$ cat config.mk
export PLATFORM = sky130hd
export DESIGN_NAME = n1_dsp_mul_arb
export DESIGN_NICKNAME = d
export VERILOG_FILES = /design/src/rtl/n1_dsp_mul_arb.sv
export SDC_FILE = /design/constraint.sdc
export NUM_CORES = 1
export LEC_CHECK = 0
export CORE_MARGIN = 2
export CORE_UTILIZATION = 46
export CTS_CLUSTER_SIZE = 10
export DETAILED_ROUTE_END_ITERATION = 16
export PLACE_DENSITY = 0.86
export SLEW_MARGIN = 20
export SYNTH_ARGS = -nofsm -noshare
export SYNTH_HDL_FRONTEND = slang
export SYNTH_SLANG_ARGS = --single-unit
$ cat constraint.sdc
create_clock -name clk_i -period 8 [get_ports clk_i]
set_clock_uncertainty 0.15 [all_clocks]
set_input_delay 1.6 -clock clk_i [delete_from_list [all_inputs] [get_ports clk_i]]
set_output_delay 1.6 -clock clk_i [all_outputs]
set_load 0.02 [all_outputs]
$ cat src/rtl/n1_dsp_mul_arb.sv
// Round-robin arbiter sharing one DSP multiplier between the ALU (port 0) and the
// co-processor slot (port 1): grant, register operands onto the DSP, return the product.
module n1_dsp_mul_arb #(
    parameter int OPD_WIDTH = 16,
    parameter int RES_WIDTH = 32,
    parameter int RR_INIT   = 0
) (
    input  logic                 clk_i,
    input  logic                 async_rst_i,
    input  logic                 sync_rst_i,

    input  logic                 req0_stb_i,
    input  logic                 req0_sel_i,
    input  logic [OPD_WIDTH-1:0] req0_opd0_i,
    input  logic [OPD_WIDTH-1:0] req0_opd1_i,
    output logic                 req0_ack_o,
    output logic [RES_WIDTH-1:0] req0_res_o,

    input  logic                 req1_stb_i,
    input  logic                 req1_sel_i,
    input  logic [OPD_WIDTH-1:0] req1_opd0_i,
    input  logic [OPD_WIDTH-1:0] req1_opd1_i,
    output logic                 req1_ack_o,
    output logic [RES_WIDTH-1:0] req1_res_o,

    output logic                 arb2dsp_mul_sel_o,
    output logic [OPD_WIDTH-1:0] arb2dsp_mul_opd0_o,
    output logic [OPD_WIDTH-1:0] arb2dsp_mul_opd1_o,
    input  logic [RES_WIDTH-1:0] dsp2arb_mul_res_i,

    output logic                 arb_busy_o
);

    localparam logic PTR_INIT = (RR_INIT != 0);

    logic [1:0]           pend_q, pend_d;
    logic                 ptr_q, ptr_d;
    logic                 s1_vld_q, s1_vld_d;
    logic                 s1_tag_q, s1_tag_d;
    logic                 s2_vld_q, s2_vld_d;
    logic                 s2_tag_q, s2_tag_d;
    logic                 sel_q, sel_d;
    logic [OPD_WIDTH-1:0] opd0_q, opd0_d;
    logic [OPD_WIDTH-1:0] opd1_q, opd1_d;
    logic [RES_WIDTH-1:0] res0_q, res0_d;
    logic [RES_WIDTH-1:0] res1_q, res1_d;

    logic [1:0]           elig;
    logic [1:0]           ack;
    logic                 gnt_vld;
    logic                 gnt_idx;

    // A port with an operation in flight sits out arbitration until its ack.
    assign elig    = {req1_stb_i & ~pend_q[1], req0_stb_i & ~pend_q[0]};
    assign ack     = {s2_vld_q & s2_tag_q, s2_vld_q & ~s2_tag_q};
    assign gnt_vld = |elig;
    assign gnt_idx = (&elig) ? ptr_q : elig[1];

    always_comb begin
        // NOTE: every _d gets its hold value first so no path through this block
        // leaves a signal unassigned -- otherwise synthesis infers a latch.
        pend_d   = pend_q & ~ack;
        ptr_d    = ptr_q;
        s1_vld_d = gnt_vld;
        s1_tag_d = gnt_idx;
        s2_vld_d = s1_vld_q;
        s2_tag_d = s1_tag_q;
        sel_d    = sel_q;
        opd0_d   = opd0_q;
        opd1_d   = opd1_q;
        res0_d   = res0_q;
        res1_d   = res1_q;

        // Operands hold when idle so the DSP inputs do not toggle.
        if (gnt_vld) begin
            pend_d[gnt_idx] = 1'b1;
            ptr_d           = ~gnt_idx;
            sel_d           = gnt_idx ? req1_sel_i  : req0_sel_i;
            opd0_d          = gnt_idx ? req1_opd0_i : req0_opd0_i;
            opd1_d          = gnt_idx ? req1_opd1_i : req0_opd1_i;
        end

        if (s1_vld_q) begin
            if (s1_tag_q) begin
                res1_d = dsp2arb_mul_res_i;
            end else begin
                res0_d = dsp2arb_mul_res_i;
            end
        end

        if (sync_rst_i) begin
            pend_d   = '0;
            ptr_d    = PTR_INIT;
            s1_vld_d = 1'b0;
            s1_tag_d = 1'b0;
            s2_vld_d = 1'b0;
            s2_tag_d = 1'b0;
            sel_d    = 1'b0;
            opd0_d   = '0;
            opd1_d   = '0;
            res0_d   = '0;
            res1_d   = '0;
        end
    end

    always_ff @(posedge clk_i or posedge async_rst_i) begin
        if (async_rst_i) begin
            pend_q   <= '0;
            ptr_q    <= PTR_INIT;
            s1_vld_q <= 1'b0;
            s1_tag_q <= 1'b0;
            s2_vld_q <= 1'b0;
            s2_tag_q <= 1'b0;
            sel_q    <= 1'b0;
            opd0_q   <= '0;
            opd1_q   <= '0;
            res0_q   <= '0;
            res1_q   <= '0;
        end else begin
            // NOTE: non-blocking so every flop samples the pre-edge value of the others.
            pend_q   <= pend_d;
            ptr_q    <= ptr_d;
            s1_vld_q <= s1_vld_d;
            s1_tag_q <= s1_tag_d;
            s2_vld_q <= s2_vld_d;
            s2_tag_q <= s2_tag_d;
            sel_q    <= sel_d;
            opd0_q   <= opd0_d;
            opd1_q   <= opd1_d;
            res0_q   <= res0_d;
            res1_q   <= res1_d;
        end
    end

    assign req0_ack_o         = ack[0];
    assign req1_ack_o         = ack[1];
    assign req0_res_o         = res0_q;
    assign req1_res_o         = res1_q;
    assign arb2dsp_mul_sel_o  = sel_q;
    assign arb2dsp_mul_opd0_o = opd0_q;
    assign arb2dsp_mul_opd1_o = opd1_q;
    assign arb_busy_o         = s1_vld_q | s2_vld_q;

endmodule

-- After elaboration in Yosys (flattened, before gate mapping)
Index checks and enable logic that the tools add are counted.
- flip-flop bits (word level): 104
- output and inout port bits: 100
- magnitude comparators: 2
- eq/ne operators: 1
- muxes and demuxes: 26
- bitwise operators: 12
- reductions and logical operators: 8
- operator list (cell ; number):
    32-bit 2-to-1 mux ; 6
    16-bit 2-to-1 mux ; 6
    1-bit 2-to-1 mux ; 11
    2-bit AND reduction ; 3
    2-bit nonzero test ; 3
    1-bit AND ; 4
    2-bit 2-to-1 mux ; 2
    1-bit NOT ; 4
    2-bit AND ; 1
    1-bit by 2-bit < comparator with 1-bit output (second input constant) ; 1
    2-bit != test (second input constant) ; 1
    2-bit NOT ; 1
    2-bit bitwise OR ; 1
    2-bit OR reduction ; 1
    1-bit demux with 1-bit select ; 1
    1-bit greater-or-equal comparator (second input constant) ; 1
    1-bit logical AND ; 1
    1-bit bitwise OR ; 1

-- Logic depth before layout (Yosys ltp)
Gate-level depths: netlist (run 1).
- depth in word-level cells: 11
- depth in mapped cells: 6
- depth with buffers taken out: 3

-- Worst setup path after synthesis (run 1)
OpenSTA, ideal clock, no wires.
- kind: input to register
- start point: input req1_stb_i
- end point: register opd0_q[13] (netlist: arb2dsp_mul_opd0_o[13])
- library setup time: 0.067 ns
- data arrival time: 2.618 ns
- data required time: 7.783 ns
- setup slack: 5.165 ns
- stages: 5
- cells stage by stage: nor2b_1 -> buf_2 -> a2111oi_2 -> buf_2 -> a221o_1
- cells in the longest elaborated chain, start to end: 6
- RTL lines (item ; RTL line ; RTL):
    start, declared ; 19 ; input logic req1_stb_i,
    1-bit AND * ; 54 ; assign elig = {req1_stb_i & ~pend_q[1], req0_stb_i & ~pend_q[0]};
    2-bit AND reduction ; 57 ; assign gnt_idx = (&elig) ? ptr_q : elig[1];
    1-bit 2-to-1 mux ; 57 ;
    16-bit 2-to-1 mux ; 79 ; opd0_d = gnt_idx ? req1_opd0_i : req0_opd0_i;
    16-bit 2-to-1 mux ; 75 ; if (gnt_vld) begin
    16-bit 2-to-1 mux ; 91 ; if (sync_rst_i) begin
    end signal, assigned ; 128 ; opd0_q <= opd0_d;
    end, declared ; 43 ; logic [OPD_WIDTH-1:0] opd0_q, opd0_d;
Every way passes the cells marked *; elsewhere a longest branch is shown, timed or not. The select of a mux whose other input is x is not followed.
A chain may end at the register's enable or synchronous reset.

-- Worst setup path after layout (run 1)
- start point: input sync_rst_i
- end point: register opd0_q[10] (netlist: arb2dsp_mul_opd0_o[10])
- cells in the longest elaborated chain, start to end: 1
- RTL lines (item ; RTL line ; RTL):
    start, declared ; 10 ; input logic sync_rst_i,
    16-bit 2-to-1 mux / 2-bit nonzero test (equally long branches) ; -- ;
Several ways; a longest one is shown, not always the timed one.

==> results of run 1 <==
## power groups by stage
stage | clock (mW) | combinational [mW] | sequential (mW)
6_report | 0.368 | 0.322 | 0.596
5_1_grt | 0.393 | 0.344 | 0.601
4_1_cts | 0.372 | 0.323 | 0.596
3_5_place_dp | 0 | 0.323 | 0.605
3_3_place_gp | 0 | 0.315 | 0.605
2_1_floorplan | 0 | 0.116 | 0.646
## per-layer routing
layer | GRT usage (%) | up-vias | routed length (µm)
met2 | 40.1 | 216 | 6590
li1 | - | 2085 | -
met3 | 4.80 | 17 | 1040
met4 | 7.14 | 0 | 236
met1 | 31.9 | 2127 | 5650
met5 | 0 | - | 0
## per-stage QoR
stage | total power, mW | setup WS, ps | hold slack [ps] | cells | util, %
2_1_floorplan | 0.762 | 3520 | 354 | 489 | -
3_3_place_gp | 0.920 | 3840 | 358 | 780 | 68.2
3_5_place_dp | 0.928 | 3740 | 353 | 780 | 68.2
4_1_cts | 1.29 | 4140 | 378 | 796 | 70.5
5_1_grt | 1.34 | 4090 | 391 | 796 | 70.6
6_report | 1.29 | 4270 | 374 | 796 | 70.6
## path summary, 6_finish.rpt
| check | start | endpoint | slack (ps) | depth (start not counted) |
|---|---|---|---|---|
| worst min-delay path | req1_res_o[3] | req1_res_o[3] | 370 | 2 |
| min in group asynchronous | async_rst_i | arb2dsp_mul_opd0_o[13] | 1470 | 2 |
| max in group asynchronous | async_rst_i | req0_res_o[5] | 5020 | 3 |
| worst min register to register | req1_res_o[3] | req1_res_o[3] | 370 | 2 |
| worst max register to register | pend_q[0] | arb2dsp_mul_opd0_o[7] | 5710 | 3 |
| worst max-delay path | sync_rst_i | arb2dsp_mul_opd0_o[10] | 4270 | 5 |
## synthesized netlist by cell type
cell type	n	area, µm²
a2111oi_2	1	15.0
a21o_1	1	7.51
a21oi_1	64	320
a221o_1	9	90.1
a31o_2	1	8.76
a31oi_1	24	150
and2_1	1	6.26
buf_1	1	3.75
buf_2	19	95.1
buf_6	2	22.5
clkbuf_1	30	113
dfrtp_1	104	2600
inv_1	4	15.0
nand2_1	130	488
nand2b_1	2	12.5
nor2_1	2	7.51
nor2b_1	6	37.5
nor3_1	1	5.00
nor3_2	1	10.0
nor3b_1	1	7.51
nor3b_2	1	12.5
nor4_1	24	150
nor4b_1	9	78.8
o211ai_1	24	180
or2_2	2	12.5
or3_1	1	6.26
or4b_1	24	240
## final cells by class
class | count | area share, %
clock buffers | 12 | 2.23
well taps | 133 | 2.39
repair buffers | 210 | 29.9
multi-input cells | 329 | 26.8
clock inverters | 4 | 1.10
inverters | 4 | 0.251
flip-flops and latches | 104 | 37.4
## kinds of logic after synthesis
| group | share of synthesized area, % |
|---|---|
| AND/OR/NAND/NOR | 22.9 |
| flip-flops | 55.4 |
| buffers and inverters | 5.30 |
| AO/OA/AOI/OAI | 16.4 |
## sequential cells by signal (all words and copies together) (netlist names)
register and flops:
req0_res_o 32, req1_res_o 32, arb2dsp_mul_opd0_o 16, arb2dsp_mul_opd1_o 16
pend_q 2, arb2dsp_mul_sel_o 1, ptr_q 1, s1_tag_q 1
s1_vld_q 1, s2_tag_q 1, s2_vld_q 1
## worst min-delay path, stage by stage (launching register included)
cell	delay (ps)
dfrtp_1	380
nand2_1	60
a21oi_1	50
==> flow_metrics.py, run 1 <==
metrics = {
    "worst_setup_path": {
        "path_delay_family": "buffers and inverters",
        "cpMostUsedCell": "buf_4",
        "max_stage_delay_ps": 840,
        "cp-start-kind": "primary input",
        "critPathArrivalTime_ps": 3770,
        "path_max_fanout": 106,
        "crit_buf_inv": 3,
        "cp_slowest_cell": "buf_4",
        "cp-end-kind": "flop",
        "critPathKind": "primary input to flop",
        "crit_required_ps": 8040,
        "worstPathCellList": "buf_4 -> buf_4 -> inv_1 -> o211ai_1 -> a31oi_1",
    },
    "sta": {
        "maxSlewViolCount": 0,
        "finalSetupTns_ps": 0,
        "worst_slew_pin_slew_ps": 1050,
        "final-hold-violation-count": 0,
        "finalSetupViolations": 0,
        "grt_setup_unrepaired": "false",
        "slew_headroom_pct": 30.2,
        "period_needed_ps": 3730,
        "fin_crit_sh_pct": 46.6,
        "clock.fmax_ghz": 0.268,
    },
    "cells_and_area": {
        "register_area_um2": 2600,
        "final_common_cell": "clkdlybuf4s50_1",
        "antenna_cells": 0,
        "multiInputGateArea_um2": 1870,
        "fillCellCount": 727,
        "layout_common_cells": "clkdlybuf4s50_1, nand2_1, dfrtp_1",
        "syn2layout_area_growth_pct": 48.3,
        "drive_gt1_share_pct": 5.28,
        "nets": 761,
        "final_area_um2": 6970,
    },
    "global_route": {
        "grt_pass1_vias": 4321,
        "antenna_found_initial": 0,
        "grtUsageTotal_pct": 24.1,
        "grt_first_pass_wirelength_mm": 21.4,
        "grt-ovfl-total": 0,
        "grt_max_degree": 107,
    },
    "synthesis": {
        "ys_ff_latch": 104,
        "avgSynthCellArea_um2": 9.61,
        "yosysWarnings": 0,
        "synth_area_um2": 4700,
        "synth_fp_nets": 592,
        "seq_area_frac_synth_pct": 55.4,
        "yosys.cell_types.count": 27,
        "postSynthCellCount": 489,
    },
    "pwr": {
        "pwr-share-comb_pct": 25.0,
        "power.internal_mw": 0.913,
        "clkPwrFrac_pct": 28.6,
        "p_leak_nw": 2.75,
        "p_sw_mw": 0.373,
        "power.switching_fraction_pct": 29.0,
        "seq_power_share_pct": 46.4,
        "peakVddDrop_uv": 90.2,
        "pwr_density_cell_nw_per_um2": 185,
    },
    "clocking": {
        "ctsHtreeMaxLevel": 3,
        "post_cts_resized": 0,
        "cts_tree": "built",
        "clk_latency_ps": 350,
        "postCtsSetupBuffers": 0,
        "tritoncts.num_buffers": 9,
        "hold_buffers": 0,
        "clkTransAtPathRegs_ps": 90,
        "cts_sinks": 104,
        "root_buffer": "clkbuf_8",
        "clockBufferDepth": 2,
    },
    "floorplanning": {
        "start_util_pct": 47.6,
        "die_x_um": 105,
        "coreArea_um2": 9860,
        "die-area_um2": 11000,
        "io_pins": 203,
        "num_rows": 36,
        "die_h_um": 105,
    },
    "run": {
        "drv_cap": 0,
    },
    "run_status": {
        "outcome": "completed",
    },
    "route": {
        "drt-initial-drc-count": 311,
        "wl_per_cell_um": 17.0,
        "dr.pass1.iters": 5,
        "postRouteAntennaNets": 0,
        "via_per_inst": 5.58,
        "route.detailed.drc": 0,
        "wirelength_mm": 13.5,
        "vias": 4445,
    },
    "placed_design": {
        "place_congestion": 0.810,
        "dpl_cell_area_um2": 6730,
        "hpwl_mm": 9.47,
        "portBuffers": 202,
    },
    "min_path": {
        "hp-class": "flop to flop",
    },
}
(Power assumes the default switching activity.)
==> run 2: changes to the inputs <==
--- a/config.mk
+++ b/config.mk
@@ -6,10 +6,10 @@
 export NUM_CORES = 1
 export LEC_CHECK = 0
 export CORE_MARGIN = 2
-export CORE_UTILIZATION = 46
+export CORE_UTILIZATION = 38
 export CTS_CLUSTER_SIZE = 10
 export DETAILED_ROUTE_END_ITERATION = 16
-export PLACE_DENSITY = 0.86
+export PLACE_DENSITY = 0.76
 export SLEW_MARGIN = 20
 export SYNTH_ARGS = -nofsm -noshare
 export SYNTH_HDL_FRONTEND = slang
==> constraint.sdc (replaced) <==
create_clock -name clk_i -period 3.1 [get_ports clk_i]
set_clock_uncertainty 0.15 [all_clocks]
set_input_delay 0.62 -clock clk_i [delete_from_list [all_inputs] [get_ports clk_i]]
set_output_delay 0.62 -clock clk_i [all_outputs]
set_load 0.02 [all_outputs]
==> run 2 against run 1 <==
Setup slack got worse by 3600 ps. Largest power group unchanged. Flip-flop and latch count stayed put. Core utilization shrank 11 points. Register-to-register slack lost 4700 ps. Highest routed layer unchanged. Final cell count increased by 5.3%.
==> flow_metrics.py, run 2 (synthesis gave the netlist of run 1 again) <==
metrics = {
    "global_route": {
        "grtUsageTotal_pct": 21.3,
        "grt_max_degree": 74,
        "grt_pass1_vias": 4515,
        "grt-ovfl-total": 0,
        "grt_first_pass_wirelength_mm": 22.3,
        "antenna_found_initial": 0,
    },
    "pwr": {
        "peakVddDrop_uv": 227,
        "power.internal_mw": 2.50,
        "pwr-share-comb_pct": 23.9,
        "clkPwrFrac_pct": 32.5,
        "power.switching_fraction_pct": 29.3,
        "p_leak_nw": 2.80,
        "pwr_density_cell_nw_per_um2": 493,
        "seq_power_share_pct": 43.6,
        "p_sw_mw": 1.03,
    },
    "min_path": {
        "hp-class": "flop to flop",
    },
    "cells_and_area": {
        "nets": 768,
        "fillCellCount": 1068,
        "layout_common_cells": "clkdlybuf4s50_1, nand2_1, dfrtp_1",
        "fin_cells": 838,
        "syn2layout_area_growth_pct": 52.3,
        "antenna_cells": 0,
        "multiInputGateArea_um2": 1880,
        "drive_gt1_share_pct": 6.42,
        "final_common_cell": "clkdlybuf4s50_1",
        "register_area_um2": 2600,
    },
    "placed_design": {
        "dp_cells": 822,
        "place_congestion": 0.807,
        "post-place-ws_ps": 387,
        "portBuffers": 202,
        "hpwl_mm": 9.84,
    },
    "floorplanning": {
        "die-area_um2": 13300,
        "die_x_um": 115,
        "coreArea_um2": 12100,
        "io_pins": 203,
        "die_h_um": 115,
        "start_util_pct": 39.0,
        "num_rows": 40,
    },
    "clocking": {
        "cts_tree": "built",
        "clk_latency_ps": 340,
        "clkTransAtPathRegs_ps": 70,
        "cts_sinks": 104,
        "root_buffer": "clkbuf_16",
        "clockBufferDepth": 2,
        "hold_buffers": 0,
        "tritoncts.num_buffers": 9,
        "postCtsSetupBuffers": 0,
        "post_cts_resized": 0,
        "ctsHtreeMaxLevel": 3,
    },
    "run": {
        "drv_cap": 0,
    },
    "route": {
        "wl_per_cell_um": 16.7,
        "wirelength_mm": 14.0,
        "vias": 4524,
        "postRouteAntennaNets": 0,
        "drt-initial-drc-count": 397,
        "via_per_inst": 5.40,
        "route.detailed.drc": 0,
        "dr.pass1.iters": 5,
    },
    "worst_setup_path": {
        "worstPathCellList": "or2_2 -> clkdlybuf4s50_1",
        "path_delay_family": "buffers and inverters",
        "crit_required_ps": 2330,
        "crit_buf_inv": 1,
        "cp-end-kind": "output pin",
        "max_stage_delay_ps": 570,
        "cp_slowest_cell": "clkdlybuf4s50_1",
        "critPathArrivalTime_ps": 1610,
        "critPathKind": "flop to output pin",
        "path_max_fanout": 6,
        "cp-start-kind": "flop",
    },
    "run_status": {
        "outcome": "completed",
    },
    "sta": {
        "maxSlewViolCount": 0,
        "fin_ws_ps": 720,
        "period_needed_ps": 2380,
        "worst_slew_pin_slew_ps": 824,
        "clock.fmax_ghz": 0.420,
        "grt_setup_unrepaired": "false",
        "finalSetupTns_ps": 0,
        "fin_crit_sh_pct": 76.8,
        "slew_headroom_pct": 45.0,
        "finalSetupViolations": 0,
        "final-hold-violation-count": 0,
    },
}
## run 2: area by class of cell
cell class / instances / area share (%)
clock inverter: 7 / 1.10
sequential: 104 / 36.4
multi-input combinational: 329 / 26.2
clock buffer: 9 / 3.15
tap: 168 / 2.94
inverter: 4 / 0.262
timing repair buffer: 217 / 30.0
## run 2: final timing paths
check	depth (start not counted)	end	startpoint	slack [ps]
worst max-delay path	2	arb_busy_o	s1_vld_q	720
worst min-delay path	1	arb2dsp_mul_opd1_o[8]	arb2dsp_mul_opd1_o[8]	370
worst max register to register	3	arb2dsp_mul_opd0_o[10]	pend_q[1]	1060
worst min register to register	1	arb2dsp_mul_opd1_o[8]	arb2dsp_mul_opd1_o[8]	370
max in group asynchronous	3	req1_res_o[31]	async_rst_i	1580
min in group asynchronous	2	req1_res_o[27]	async_rst_i	530
## run 2: per-stage QoR
step	utilization (%)	area [µm²]	total power, mW	hold slack (ps)
after floorplan	-	4700	1.97	354
after global routing	59.3	7160	3.69	393
after CTS	59.2	7140	3.56	374
final	59.3	7160	3.53	371
after detailed placement	56.7	6840	2.41	355
after global placement	56.7	6840	2.39	352
## run 2: routing by layer
layer  global-route usage [%]  up-vias  share of wire (%)
li1                         -     2100                  -
met1                     27.4     2155                 41
met2                     34.7      246                 48
met3                     5.22       23                8.9
met4                     8.35        0                2.2
met5                        0        -                  0
## run 2: power groups by stage
| stage | clock (mW) | sequential, mW | combinational, mW |
|---|---|---|---|
| after floorplan | 0 | 1.67 | 0.299 |
| after global placement | 0 | 1.56 | 0.833 |
| after detailed placement | 0 | 1.56 | 0.850 |
| after CTS | 1.17 | 1.54 | 0.851 |
| after global routing | 1.23 | 1.55 | 0.911 |
| final | 1.15 | 1.54 | 0.845 |
